==> src/rtl/mealy_seq_detector.sv <==
// ============================================================================
// Module   : mealy_seq_detector
// Brief    : Parametrised Mealy serial-pattern detector with qualified input,
//            synchronous clear, registered match copy and saturating counter.
// Revision : 1.0 - initial release
// ============================================================================
`default_nettype none

module mealy_seq_detector #(
    parameter int              PAT_W   = 4,
    parameter logic [PAT_W-1:0] PATTERN = 4'b1011,
    parameter bit              OVERLAP = 1'b1,
    parameter int              CNT_W   = 8,
    localparam int             SW      = $clog2(PAT_W)
) (
    input  logic             clk,
    input  logic             rst_n,
    input  logic             in_valid,
    input  logic             x,
    input  logic             clear,
    output logic             y,
    output logic             y_q,
    output logic [CNT_W-1:0] match_count,
    output logic             cnt_sat,
    output logic [SW-1:0]    state
);

    localparam int NS = 1 << SW;

    // Longest suffix of prefix(k)+xb that is a pattern prefix; a full match
    // falls back to the pattern's own border, or to zero without overlap.
    function automatic int unsigned next_len(input int unsigned k, input bit xb);
        logic [63:0]  pat;
        logic [63:0]  seq;
        logic [63:0]  mask;
        int unsigned  len;
        int unsigned  best;
        pat  = 64'(PATTERN);
        seq  = (k == 0) ? 64'd0 : (pat >> (PAT_W - k));
        seq  = (seq << 1) | {63'd0, xb};
        len  = k + 1;
        best = 0;
        if ((len == PAT_W) && (seq == pat)) begin
            if (OVERLAP) begin
                for (int unsigned m = 1; m < PAT_W; m++) begin
                    mask = (64'd1 << m) - 64'd1;
                    if ((pat & mask) == (pat >> (PAT_W - m)))
                        best = m;
                end
            end
        end else begin
            for (int unsigned m = 1; m <= len; m++) begin
                mask = (64'd1 << m) - 64'd1;
                if ((seq & mask) == (pat >> (PAT_W - m)))
                    best = m;
            end
        end
        return best;
    endfunction

    logic [SW-1:0]    w_nxt0 [NS];
    logic [SW-1:0]    w_nxt1 [NS];
    logic [SW-1:0]    r_state;
    logic [SW-1:0]    w_state_nxt;
    logic [CNT_W-1:0] r_cnt;
    logic [CNT_W-1:0] w_cnt_nxt;
    logic             r_yq;
    logic             w_y;

    for (genvar k = 0; k < NS; k++) begin : g_tab
        if (k < PAT_W) begin : g_live
            localparam int unsigned c_N0 = next_len(k, 1'b0);
            localparam int unsigned c_N1 = next_len(k, 1'b1);
            assign w_nxt0[k] = SW'(c_N0);
            assign w_nxt1[k] = SW'(c_N1);
        end else begin : g_pad
            assign w_nxt0[k] = '0;
            assign w_nxt1[k] = '0;
        end
    end

    always_comb begin
        w_y         = in_valid & ~clear & (r_state == SW'(PAT_W - 1)) & (x == PATTERN[0]);
        w_state_nxt = r_state;
        w_cnt_nxt   = r_cnt;
        if (clear) begin
            w_state_nxt = '0;
            w_cnt_nxt   = '0;
        end else begin
            if (in_valid)
                w_state_nxt = x ? w_nxt1[r_state] : w_nxt0[r_state];
            if (w_y && (r_cnt != '1))
                w_cnt_nxt = r_cnt + CNT_W'(1);
        end
    end

    always_ff @(posedge clk or negedge rst_n) begin
        if (!rst_n) begin
            r_state <= '0;
            r_cnt   <= '0;
            r_yq    <= 1'b0;
        end else begin
            r_state <= w_state_nxt;
            r_cnt   <= w_cnt_nxt;
            r_yq    <= w_y;
        end
    end

    assign y           = w_y;
    assign y_q         = r_yq;
    assign match_count = r_cnt;
    assign cnt_sat     = &r_cnt;
    assign state       = r_state;

endmodule

`default_nettype wire

==> config.mk <==
export PLATFORM = sky130hd
export DESIGN_NAME = mealy_seq_detector
export DESIGN_NICKNAME = d
export VERILOG_FILES = /design/src/rtl/mealy_seq_detector.sv
export SDC_FILE = /design/constraint.sdc
export NUM_CORES = 1
export LEC_CHECK = 0
export ABC_AREA = 1
export CAP_MARGIN = 10
export CORE_MARGIN = 2
export CORE_UTILIZATION = 49
export CTS_BUF_LIST = sky130_fd_sc_hd__clkbuf_4 sky130_fd_sc_hd__clkbuf_8 sky130_fd_sc_hd__clkbuf_16
export CTS_CLUSTER_SIZE = 20
export DETAILED_ROUTE_END_ITERATION = 12
export PLACE_DENSITY_LB_ADDON = 0.1
export SLEW_MARGIN = 20
export SYNTH_ARGS = -nofsm -noshare
export SYNTH_HDL_FRONTEND = slang
export SYNTH_SLANG_ARGS = --single-unit
==> constraint.sdc <==
create_clock -name clk -period 3.38 [get_ports clk]
set_input_delay 1.014 -clock clk [delete_from_list [all_inputs] [get_ports clk]]
set_output_delay 1.014 -clock clk [all_outputs]
set_load 0.01 [all_outputs]
==> summary.md, run 1 <==
| Metric | Value |
|---|---|
| Vias in the first global route | 501 |
| Routed WL per cell | 11.4 um |
| Routed via count | 646 |
| RSZ-0062 raised after global routing | no |
| # port buffers | 17 |
| Tcrit/Tclk final | 0.886 |
| Antenna violations before repair | 0 |
| WP data arrival | 1.98 ns |
| Startpoint Class | input pin |
| First-pass GRT wire length | 2230 um |
| Worst-case clock buffer depth | 2 |
| Critical Path Sink Type | output port |
| Setup WS post-layout | 0.386 ns |
| Die height | 40.3 um |
| Die area | 1620 um^2 |
| Slowest CP cell | clkdlybuf4s50_1 |
| Initial Util | 0.508 |
| Post-synthesis adder-cell area fraction | 0.0194 |
| Post-Synth Simple-Gate Area | 0.384 |
| Status | finished clean |
| Syn_nets | 93 |
| Hold-fix buffers, CTS | 0 |
| Crit-path cells | clkdlybuf4s50_1, inv_1, nor3_4, dlymetal6s2s_1 |
| Total power | 0.264 mW |
| Antenna-violating nets left | 0 |
| Distinct cells, synth | 15 |
| Largest family of logic cells by synthesized area | simple AND/OR/NAND/NOR gates |
| Dpl hpwl | 1040 um |
| Fraction of layout cells with a size suffix above 1 | 0.138 |
| Dpl cells | 120 |
| Synthesis-stage register bit count | 11 |
| GR Util All Layers | 0.210 |
| Post-placement cell area | 835 um^2 |
| Sequential fraction of the synthesis area | 0.427 |
| Reg-to-Reg Start | match_count[0] |
| Synthesized area | 644 um^2 |
| Resized cells post-CTS | 0 |
| Floorplan core area | 1270 um^2 |
| Hold Crit Class | reg -> reg |
| Layout Area Growth over Synthesis | 34.6% |
| TritonCTS Buffers | 3 |
| LEAKAGE | 0.462 nW |
| Synth Area per Inst | 7.41 um^2 |
| Cell Pwr Density | 304 nW/um^2 |
| Setup Buffers After CTS | 0 |
| Delay-heaviest family, CP | buffers and inverters |
| Antenna diodes | 0 |
| WS Path Type | in -> out |
| TritonRoute pass-1 iters | 4 |
| F_max | 0.334 GHz |
| Final hold viol count | 0 |
| Clock transition at the registers of the reported paths | 0.08 ns |
| Non-Filler Instances | 124 |
| XOR/XNOR Fraction of Synth Area | 0 |
| FP Rows | 13 |
| H-tree levels | 1 |
| Fin crit period | 2.99 ns |
| Final TNS setup | 0 ns |
| Crit path from | x |
| Finished Cell Area | 867 um^2 |
| CP required | 2.37 ns |
| Post-synthesis mux area share | 0 |
| Hold path start | match_count[1] |
| Worst vdd ir | 189 uV |
| WL final | 1410 um |
| Max incr delay on CP | 0.51 ns |
| Clock root cell | clkbuf_4 |
| DR vias/cell | 5.21 |
| Post-Synthesis Cells | 87 |
| GPL Wtd Cong | 0.896 |
| Synth Area in Compound Gates | 0.0835 |
| Total gr overflow | 0 |
| Clk_skew | 0.00971 ns |
| Worst relative slew slack | 0.669 |
| Max FO, Critical Path | 3 |
| Pre-CTS setup slack | 0.0118 ns |
| Syn. warnings | 0 |
| CTS tree | yes |
| Tightest Pin Transition | 0.495 ns |
| DRC viols | 0 |
| # IOs | 18 |
| Filler cells | 112 |
| Final-stage net count | 116 |
| CTS Sinks | 11 |
| Die width | 40.3 um |
| Max Slew Vio Count | 0 |
| Setup violators final | 0 |
| Max-cap viol count | 0 |
| 1st-iter DRT viols | 15 |
| Pin count of the biggest net entering global routing | 13 |
| Clock latency on the worst-skew pair | 0.28 ns |
| CP bufs+invs | 3 |
worst reg2reg max path: cells and delay by family (launching register included):
family / cells / cell delay [ns]
and+or+nand+nor: 7 / 0.77
DFF: 1 / 0.42
adders and majority gates: 1 / 0.19
sequential cells by signal, summed over array words and instances, names as in the netlist:
register     cells
match_count      8
y_q              1
state            2
through the flow:
stage	hold slack, ns	util
2_1_floorplan	0.569	-
3_3_place_gp	0.541	0.658
3_5_place_dp	0.542	0.658
4_1_cts	0.563	0.681
5_1_grt	0.601	0.683
6_report	0.568	0.683
report_power, final:
| group | switching, mW | internal (mW) |
|---|---|---|
| combinational | 0.0136 | 0.0126 |
| clock | 0.0467 | 0.0538 |
| sequential | 0.00339 | 0.134 |
| total | 0.0637 | 0.200 |
cell usage after synthesis:
cell type	number	area, um^2
nand2_1	27	101
dfrtp_1	11	275
nor2_1	10	37.5
inv_1	9	33.8
nand3_1	9	45.0
o21ai_0	5	25.0
a21oi_1	4	20.0
nand2_2	3	18.8
inv_2	2	7.51
nand2_4	2	22.5
clkbuf_8	1	13.8
ha_1	1	12.5
nand4_1	1	6.26
nor3_4	1	16.3
o21ai_2	1	8.76
cell type report:
type	instances	area, um^2	area share
multi-input cells	64	314	0.362
flip-flops and latches	11	275	0.317
repair buffers	19	188	0.216
inverters	11	41.3	0.0476
clock buffers	4	30.0	0.0346
well taps	15	18.8	0.0216
layout by cell type, fill, tap and decap left out:
cell type and instances:
nand2_4 2, inv_2 2, dfrtp_1 11, inv_1 9, nor2_1 10, clkbuf_4 4
nor3_4 1, nand2_2 3, clkdlybuf4s50_1 16, nand3_1 9, o21ai_0 5, a21oi_1 4
ha_1 1, buf_4 2, o21ai_2 1, nand4_1 1, nand2_1 27, dlymetal6s2s_1 1
worst paths after layout:
path	to	slack, ns	depth (start not counted)
hold reg to reg	match_count[1]	0.57	2
setup / recovery	y	0.39	4
min in group asynchronous	state[1]	1.07	1
max in group asynchronous	match_count[7]	1.97	1
setup reg to reg	match_count[6]	1.89	8
hold / removal	match_count[1]	0.57	2
metal layers:
layer | GRT usage | wire length (um)
met4 | 0.100 | 25
met5 | 0 | 0
met1 | 0.264 | 609
met2 | 0.339 | 689
met3 | 0.0500 | 86
kinds of logic after synthesis:
logic type,Yosys count
AOI/OAI and AO/OA,10
and+or+nand+nor,53
DFF,11
adders and majority gates,1
buffers and inverters,12
Power figures use the tool's default switching activity.
==> inputs of run 2 (changes only) <==
SETUP_SLACK_MARGIN = 0.3   (was default)
==> run 2 against run 1 <==
Against the previous run: count of clock-buffer cells in the layout unchanged; largest power group unchanged; critical endpoint unchanged; final cell count stayed put; non-clock buffer count did not move; sequential power hardly changed; routed wire length barely moved; critical path depth stayed put; flip-flop and latch count stayed put; total power hardly changed; clock skew is the same.
==> summary.md, run 2 (synthesized netlist as in run 1, its figures left out) <==
| Metric | Value |
|---|---|
| Status | finished clean (unchanged) |
| Die area | 1620 um^2 (unchanged) |
| # IOs | 18 (unchanged) |
| Worst-case clock buffer depth | 2 (unchanged) |
| Delay-heaviest family, CP | buffers and inverters (unchanged) |
| WL final | 1410 um (about the same) |
| Filler cells | 114 (was 112) |
| Initial Util | 0.508 (unchanged) |
| Antenna diodes | 0 (unchanged) |
| Met2 usage | 0.339 (unchanged) |
| Layout Area Growth over Synthesis | 33.4% (was 34.6%) |
| Total gr overflow | 0 (unchanged) |
| Final TNS setup | 0 ns (unchanged) |
| Fraction of layout cells with a size suffix above 1 | 0.147 (was 0.138) |
| Final-stage net count | 116 (unchanged) |
| Reg area | 275 um^2 (unchanged) |
| TritonCTS Buffers | 3 (unchanged) |
| GR Util All Layers | 0.210 (unchanged) |
| Worst relative slew slack | 0.669 (about the same) |
| Clock transition at the registers of the reported paths | 0.08 ns (about the same) |
| Slowest CP cell | clkdlybuf4s50_1 (unchanged) |
| CTS tree | yes (unchanged) |
| Floorplan core area | 1270 um^2 (unchanged) |
| Non-Filler Instances | 124 (unchanged) |
| CP required | 2.37 ns (about the same) |
| Most Used Layer, Global Route | met2 (unchanged) |
| GPL Wtd Cong | 0.896 (unchanged) |
| FP Rows | 13 (unchanged) |
| First-pass GRT wire length | 2230 um (unchanged) |
| Tcrit/Tclk final | 0.880 (was 0.886) |
| Startpoint Class | input pin (unchanged) |
| Met1 Track Usage GR | 0.264 (unchanged) |
| Setup Buffers After CTS | 0 (unchanged) |
| Antenna-violating nets left | 0 (unchanged) |
| WP data arrival | 1.96 ns (was 1.98 ns) |
| Routed via count | 646 (unchanged) |
| LEAKAGE | 0.445 nW (was 0.462 nW) |
| Tightest Pin Transition | 0.495 ns (about the same) |
| Die height | 40.3 um (unchanged) |
| Max FO, Critical Path | 3 (unchanged) |
| Clock root cell | clkbuf_4 (unchanged) |
| Worst vdd ir | 189 uV (unchanged) |
| Max Slew Vio Count | 0 (unchanged) |
| CTS Sinks | 11 (unchanged) |
| Final hold viol count | 0 (unchanged) |
| Number of flip-flops under the largest register name | 8 (unchanged) |
| Pin count of the biggest net entering global routing | 13 (unchanged) |
| TritonRoute pass-1 iters | 4 (unchanged) |
| Crit-path cells | clkdlybuf4s50_1, inv_1, nor3_4, clkbuf_2 (was clkdlybuf4s50_1, inv_1, nor3_4, dlymetal6s2s_1) |
| # port buffers | 17 (unchanged) |
| Clk_skew | 0.00971 ns (unchanged) |
| DRC viols | 0 (unchanged) |
| DR vias/cell | 5.21 (unchanged) |
| Routed WL per cell | 11.4 um (about the same) |
| Clock latency on the worst-skew pair | 0.28 ns (about the same) |
| Setup violators final | 0 (unchanged) |
| F_max | 0.336 GHz (was 0.334 GHz) |
| CP bufs+invs | 3 (unchanged) |
| Most common cell after layout, fill and taps aside | nand2_1 (unchanged) |
| Die width | 40.3 um (unchanged) |
| Hold Crit Class | reg -> reg (unchanged) |
| Dpl cells | 120 (unchanged) |
| WS Path Type | in -> out (unchanged) |
| Max incr delay on CP | 0.51 ns (about the same) |
| H-tree levels | 1 (unchanged) |
| 1st-iter DRT viols | 15 (unchanged) |
| Cell Pwr Density | 307 nW/um^2 (was 304 nW/um^2) |
| Max-cap viol count | 0 (unchanged) |
| Critical Path Sink Type | output port (unchanged) |
| Vias in the first global route | 501 (unchanged) |
| M3 GR Usage | 0.0500 (unchanged) |
| Commonest cells after routing, fill and taps aside | nand2_1, clkdlybuf4s50_1, dfrtp_1 (unchanged) |
| Dpl hpwl | 1040 um (unchanged) |
| Area of the multi-input gates | 314 um^2 (unchanged) |
| Hold_ws | 0.568 ns (unchanged) |
| Fin crit period | 2.97 ns (was 2.99 ns) |
| RSZ-0062 raised after global routing | no (unchanged) |
| Antenna violations before repair | 0 (unchanged) |
-- run 2: path summary, 6_finish.rpt --
| check | startpoint | to | slack, ns | cells after the start |
|---|---|---|---|---|
| max | x | y | 0.41 | 4 |
| min | match_count[1] | match_count[1] | 0.57 | 2 |
| max reg2reg | match_count[0] | match_count[6] | 1.89 | 8 |
| min reg2reg | match_count[1] | match_count[1] | 0.57 | 2 |
| max in group asynchronous | rst_n | match_count[7] | 1.97 | 1 |
| min in group asynchronous | rst_n | state[1] | 1.07 | 1 |
-- run 2: worst register-to-register path, cell delays in order (launching register included) --
cell     delay, ns
dfrtp_1       0.42
ha_1          0.19
nand2_1       0.09
nor2_1        0.15
nand2_1       0.14
nand2_4       0.18
nand2_4       0.08
nand2_1       0.08
nand2_1       0.05
-- run 2: metal layers --
layer / vias to the layer above / part of all wire / wire length [um]
met2: 20 / 0.49 / 689
met1: 301 / 0.43 / 609
met3: 5 / 0.061 / 86
li1: 320 / - / -
met5: - / 0 / 0
met4: 0 / 0.018 / 25
-- run 2: final cells by class --
type	count	share of cell area
multi-input cells	64	0.365
clock buffers	4	0.0349
repair buffers	19	0.210
flip-flops and latches	11	0.320
well taps	15	0.0218
inverters	11	0.0480
-- run 2: power breakdown --
part	switching [mW]	total (mW)	leakage [nW]	internal (mW)
clock network	0.0467	0.100	0.0184	0.0538
registers	0.00339	0.137	0.152	0.134
logic	0.0136	0.0261	0.275	0.0125
total	0.0637	0.264	0.445	0.200
-- run 2: timing repair --
item | in CTS | in global routing
setup endpoints to repair | 1 | 1
resized for setup | 2 | 1
hold endpoints to repair | 0 | 0
hold buffers | 0 | 0
-- run 2: metrics by stage --
step	instance area [um^2]	power [mW]	worst slack [ns]	util
detailed placement	835	0.166	0.0118	0.658
global route	860	0.276	0.374	0.678
finish	860	0.264	0.406	0.678
global placement	835	0.166	0.0436	0.658
floorplan	644	0.151	0.979	-
CTS	865	0.266	0.305	0.681
==> inputs of run 3 (changes only) <==
ABC_AREA = 0   (was 1)
CORE_AREA = 2 2 39 41   (was default)
CORE_MARGIN = default   (was 2)
CORE_UTILIZATION = default   (was 49)
CTS_BUF_LIST = sky130_fd_sc_hd__clkbuf_8 sky130_fd_sc_hd__clkbuf_16   (was sky130_fd_sc_hd__clkbuf_4 sky130_fd_sc_hd__clkbuf_8 sky130_fd_sc_hd__clkbuf_16)
DIE_AREA = 0 0 41 43   (was default)
GPL_TIMING_DRIVEN = 1   (was default)
==> run 3 against run 2 <==
Against the previous run: combinational power is 32% lower; critical path depth is the same; final cell count is 24% lower; register-to-register slack worse by 0.12 ns; die area grew 8.7%; non-clock buffer count grew 2; synthesized cell count down 38%; synthesized area is 13% lower; critical endpoint unchanged; highest routed layer unchanged.
==> summary.md, run 3 <==
| Metric | Value |
|---|---|
| Status | finished clean (unchanged) |
| Routed WL per cell | 12.7 um (was 11.4 um) |
| Synthesis-stage register bit count | 11 (unchanged) |
| TritonCTS Buffers | 3 (unchanged) |
| Slowest CP cell | clkdlybuf4s50_1 (unchanged) |
| Antenna violations before repair | 0 (unchanged) |
| Setup violators final | 0 (unchanged) |
| Tcrit/Tclk final | 0.890 (was 0.880) |
| CTS tree | yes (unchanged) |
| Final TNS setup | 0 ns (unchanged) |
| DR vias/cell | 5.14 (was 5.21) |
| Syn. warnings | 0 (unchanged) |
| # IOs | 18 (unchanged) |
| CTS Sinks | 11 (unchanged) |
| Post-synth top flop | dfrtp_1 (unchanged) |
| TritonRoute pass-1 iters | 4 (unchanged) |
| Max incr delay on CP | 0.47 ns (was 0.51 ns) |
| Synthesized area | 558 um^2 (was 644 um^2) |
| Worst vdd ir | 259 uV (was 189 uV) |
| Dpl cells | 90 (was 120) |
| Fraction of layout cells with a size suffix above 1 | 0.141 (was 0.147) |
| Commonest cells after routing, fill and taps aside | clkdlybuf4s50_1, dfrtp_1, nor2_1 (was nand2_1, clkdlybuf4s50_1, dfrtp_1) |
| Layout Area Growth over Synthesis | 44.4% (was 33.4%) |
| Antenna-violating nets left | 0 (unchanged) |
| Worst relative slew slack | 0.666 (was 0.669) |
| Asr flop ratio synth | 1.00 (unchanged) |
| Most common cell after layout, fill and taps aside | clkdlybuf4s50_1 (was nand2_1) |
| Clock transition at the registers of the reported paths | 0.05 ns (was 0.08 ns) |
| Area contributors post-synth | dfrtp_1, mux2i_1, nor2_1 (was dfrtp_1, nand2_1, nand3_1) |
| Critical Path Sink Type | output port (unchanged) |
| CP required | 2.37 ns (about the same) |
| Dpl hpwl | 923 um (was 1040 um) |
| Cell taking the most area after synthesis | dfrtp_1 (unchanged) |
| Clock latency on the worst-skew pair | 0.24 ns (was 0.28 ns) |
| Initial Util | 0.403 (was 0.508) |
| Syn_nets | 60 (was 93) |
| H-tree levels | 1 (unchanged) |
| Final hold viol count | 0 (unchanged) |
| Reg area | 275 um^2 (unchanged) |
| Crit-path cells | clkdlybuf4s50_1, and4b_2, and2_2, buf_2 (was clkdlybuf4s50_1, inv_1, nor3_4, clkbuf_2) |
| GPL Wtd Cong | 0.708 (was 0.896) |
| Clock root cell | clkbuf_8 (was clkbuf_4) |
| RSZ-0062 raised after global routing | no (unchanged) |
| Final-stage net count | 85 (was 116) |
| Post-synth EDFFs | 0 (unchanged) |
| Number of flip-flops under the largest register name | 8 (unchanged) |
| Top-count cell post-synth | dfrtp_1 (was nand2_1) |
| WP data arrival | 1.99 ns (was 1.96 ns) |
| # port buffers | 17 (unchanged) |
| Tightest Pin Transition | 0.499 ns (was 0.495 ns) |
| Antenna diodes | 0 (unchanged) |
| Sequential fraction of the synthesis area | 0.493 (was 0.427) |
| Synth top cells by count | dfrtp_1, nor2_1, a21oi_1, nand3_1 (was nand2_1, dfrtp_1, nor2_1) |
| Pin count of the biggest net entering global routing | 12 (was 13) |
| F_max | 0.332 GHz (was 0.336 GHz) |
| LEAKAGE | 0.371 nW (was 0.445 nW) |
| Max-cap viol count | 0 (unchanged) |
| Non-Filler Instances | 94 (was 124) |
| Total gr overflow | 0 (unchanged) |
| DRC viols | 0 (unchanged) |
| Max FO, Critical Path | 2 (was 3) |
| Routed via count | 483 (was 646) |
| Distinct cells, synth | 21 (was 15) |
| Worst-case clock buffer depth | 2 (unchanged) |
| 1st-iter DRT viols | 9 (was 15) |
| WL final | 1200 um (was 1410 um) |
| Finished Cell Area | 806 um^2 (was 860 um^2) |
| Clk_skew | 0.00212 ns (was 0.00971 ns) |
| Startpoint Class | input pin (unchanged) |
| Die height | 43 um (was 40.3 um) |
| Hold Crit Class | reg -> reg (unchanged) |
| Post-Synthesis Cells | 54 (was 87) |
| Cell Pwr Density | 348 nW/um^2 (was 307 nW/um^2) |
| Fin crit period | 3.01 ns (was 2.97 ns) |
| Vias in the first global route | 469 (was 501) |
| Floorplan core area | 1380 um^2 (was 1270 um^2) |
| Filler cells | 128 (was 114) |
| Die width | 41 um (was 40.3 um) |
| Synth Area per Inst | 10.3 um^2 (was 7.41 um^2) |
| Die area | 1760 um^2 (was 1620 um^2) |
| Top cell type's share of synthesized area | 0.493 (was 0.427) |
| WS Path Type | in -> out (unchanged) |
| First-pass GRT wire length | 2010 um (was 2230 um) |
| Post-placement cell area | 767 um^2 (was 835 um^2) |
| Hold-fix buffers, CTS | 0 (unchanged) |
| Max Slew Vio Count | 0 (unchanged) |
| GR Util All Layers | 0.171 (was 0.210) |
| Area of the multi-input gates | 260 um^2 (was 314 um^2) |
| FP Rows | 14 (was 13) |
run 3: cell types whose count changed after synthesis, moves of 3 or more:
cell     previous run  this run
nand2_1            27         3
nand3_1             9         4
mux2i_1             0         3
nand2_2             3         0
inv_1               9         3
nor2_1             10         6
run 3: cell families (layout without fill, tap and decap cells):
kind of cell / after synthesis / count (layout) / synth area share
AO/OA/AOI/OAI: 13 / 13 / 0.175
multiplexers: 3 / 3 / 0.0538
buffers and inverters: 4 / 28 / 0.0404
XOR/XNOR: 1 / 1 / 0.0157
adder cells (fa/ha/maj): 1 / 1 / 0.0224
flip-flops: 11 / 11 / 0.493
AND/OR/NAND/NOR: 21 / 21 / 0.200
run 3: cell type report:
cell class                      count  area share
Tap cell                           16      0.0248
Clock inverter                      1     0.00466
Inverter                            3      0.0140
Timing Repair Buffer               21       0.241
Multi-Input combinational cell     39       0.323
Sequential cell                    11       0.342
Clock buffer                        3      0.0512
run 3: path summary, 6_finish.rpt:
| check | slack [ns] | endpoint | start | cells past startpoint |
|---|---|---|---|---|
| min in group asynchronous | 1.11 | match_count[7] | rst_n | 1 |
| worst min register to register | 0.53 | match_count[7] | match_count[7] | 1 |
| worst max register to register | 1.77 | match_count[6] | match_count[0] | 5 |
| worst min-delay path | 0.53 | match_count[7] | match_count[7] | 1 |
| worst max-delay path | 0.37 | y | in_valid | 4 |
| max in group asynchronous | 1.93 | state[1] | rst_n | 1 |
run 3: layer usage:
metal  vias to the layer above  GRT usage  routed length [um]
li1                        246          -                   -
met1                       219      0.242                 582
met2                        16      0.234                 520
met3                         2     0.0471                  82
met4                         0     0.0800                  10
met5                         -          0                   0
run 3: power breakdown:
group | switching, mW | internal [mW]
combinational | 0.00869 | 0.00913
sequential | 0.000876 | 0.133
clock | 0.0489 | 0.0797
run 3: critical path, delay by kind of cell:
kind / cells / cell delay, ns
AND/OR/NAND/NOR: 2 / 0.38
buffers and inverters: 2 / 0.59
run 3: timing repair:
item                                    4_1_cts  5_1_grt
resized for setup                             5        0
endpoints found under the hold margin         0        0
endpoints found under the setup margin        1        0
buffers inserted                              0        0
run 3: through the flow:
stage               setup slack, ns  hold WS [ns]   util  total power [mW]
detailed placement          -0.0585         0.518  0.554             0.154
CTS                           0.356         0.527  0.582             0.283
floorplan                     0.751         0.534      -             0.141
global route                  0.327         0.574  0.582             0.291
finish                        0.372         0.528  0.582             0.280
global placement            -0.0315         0.506  0.554             0.155
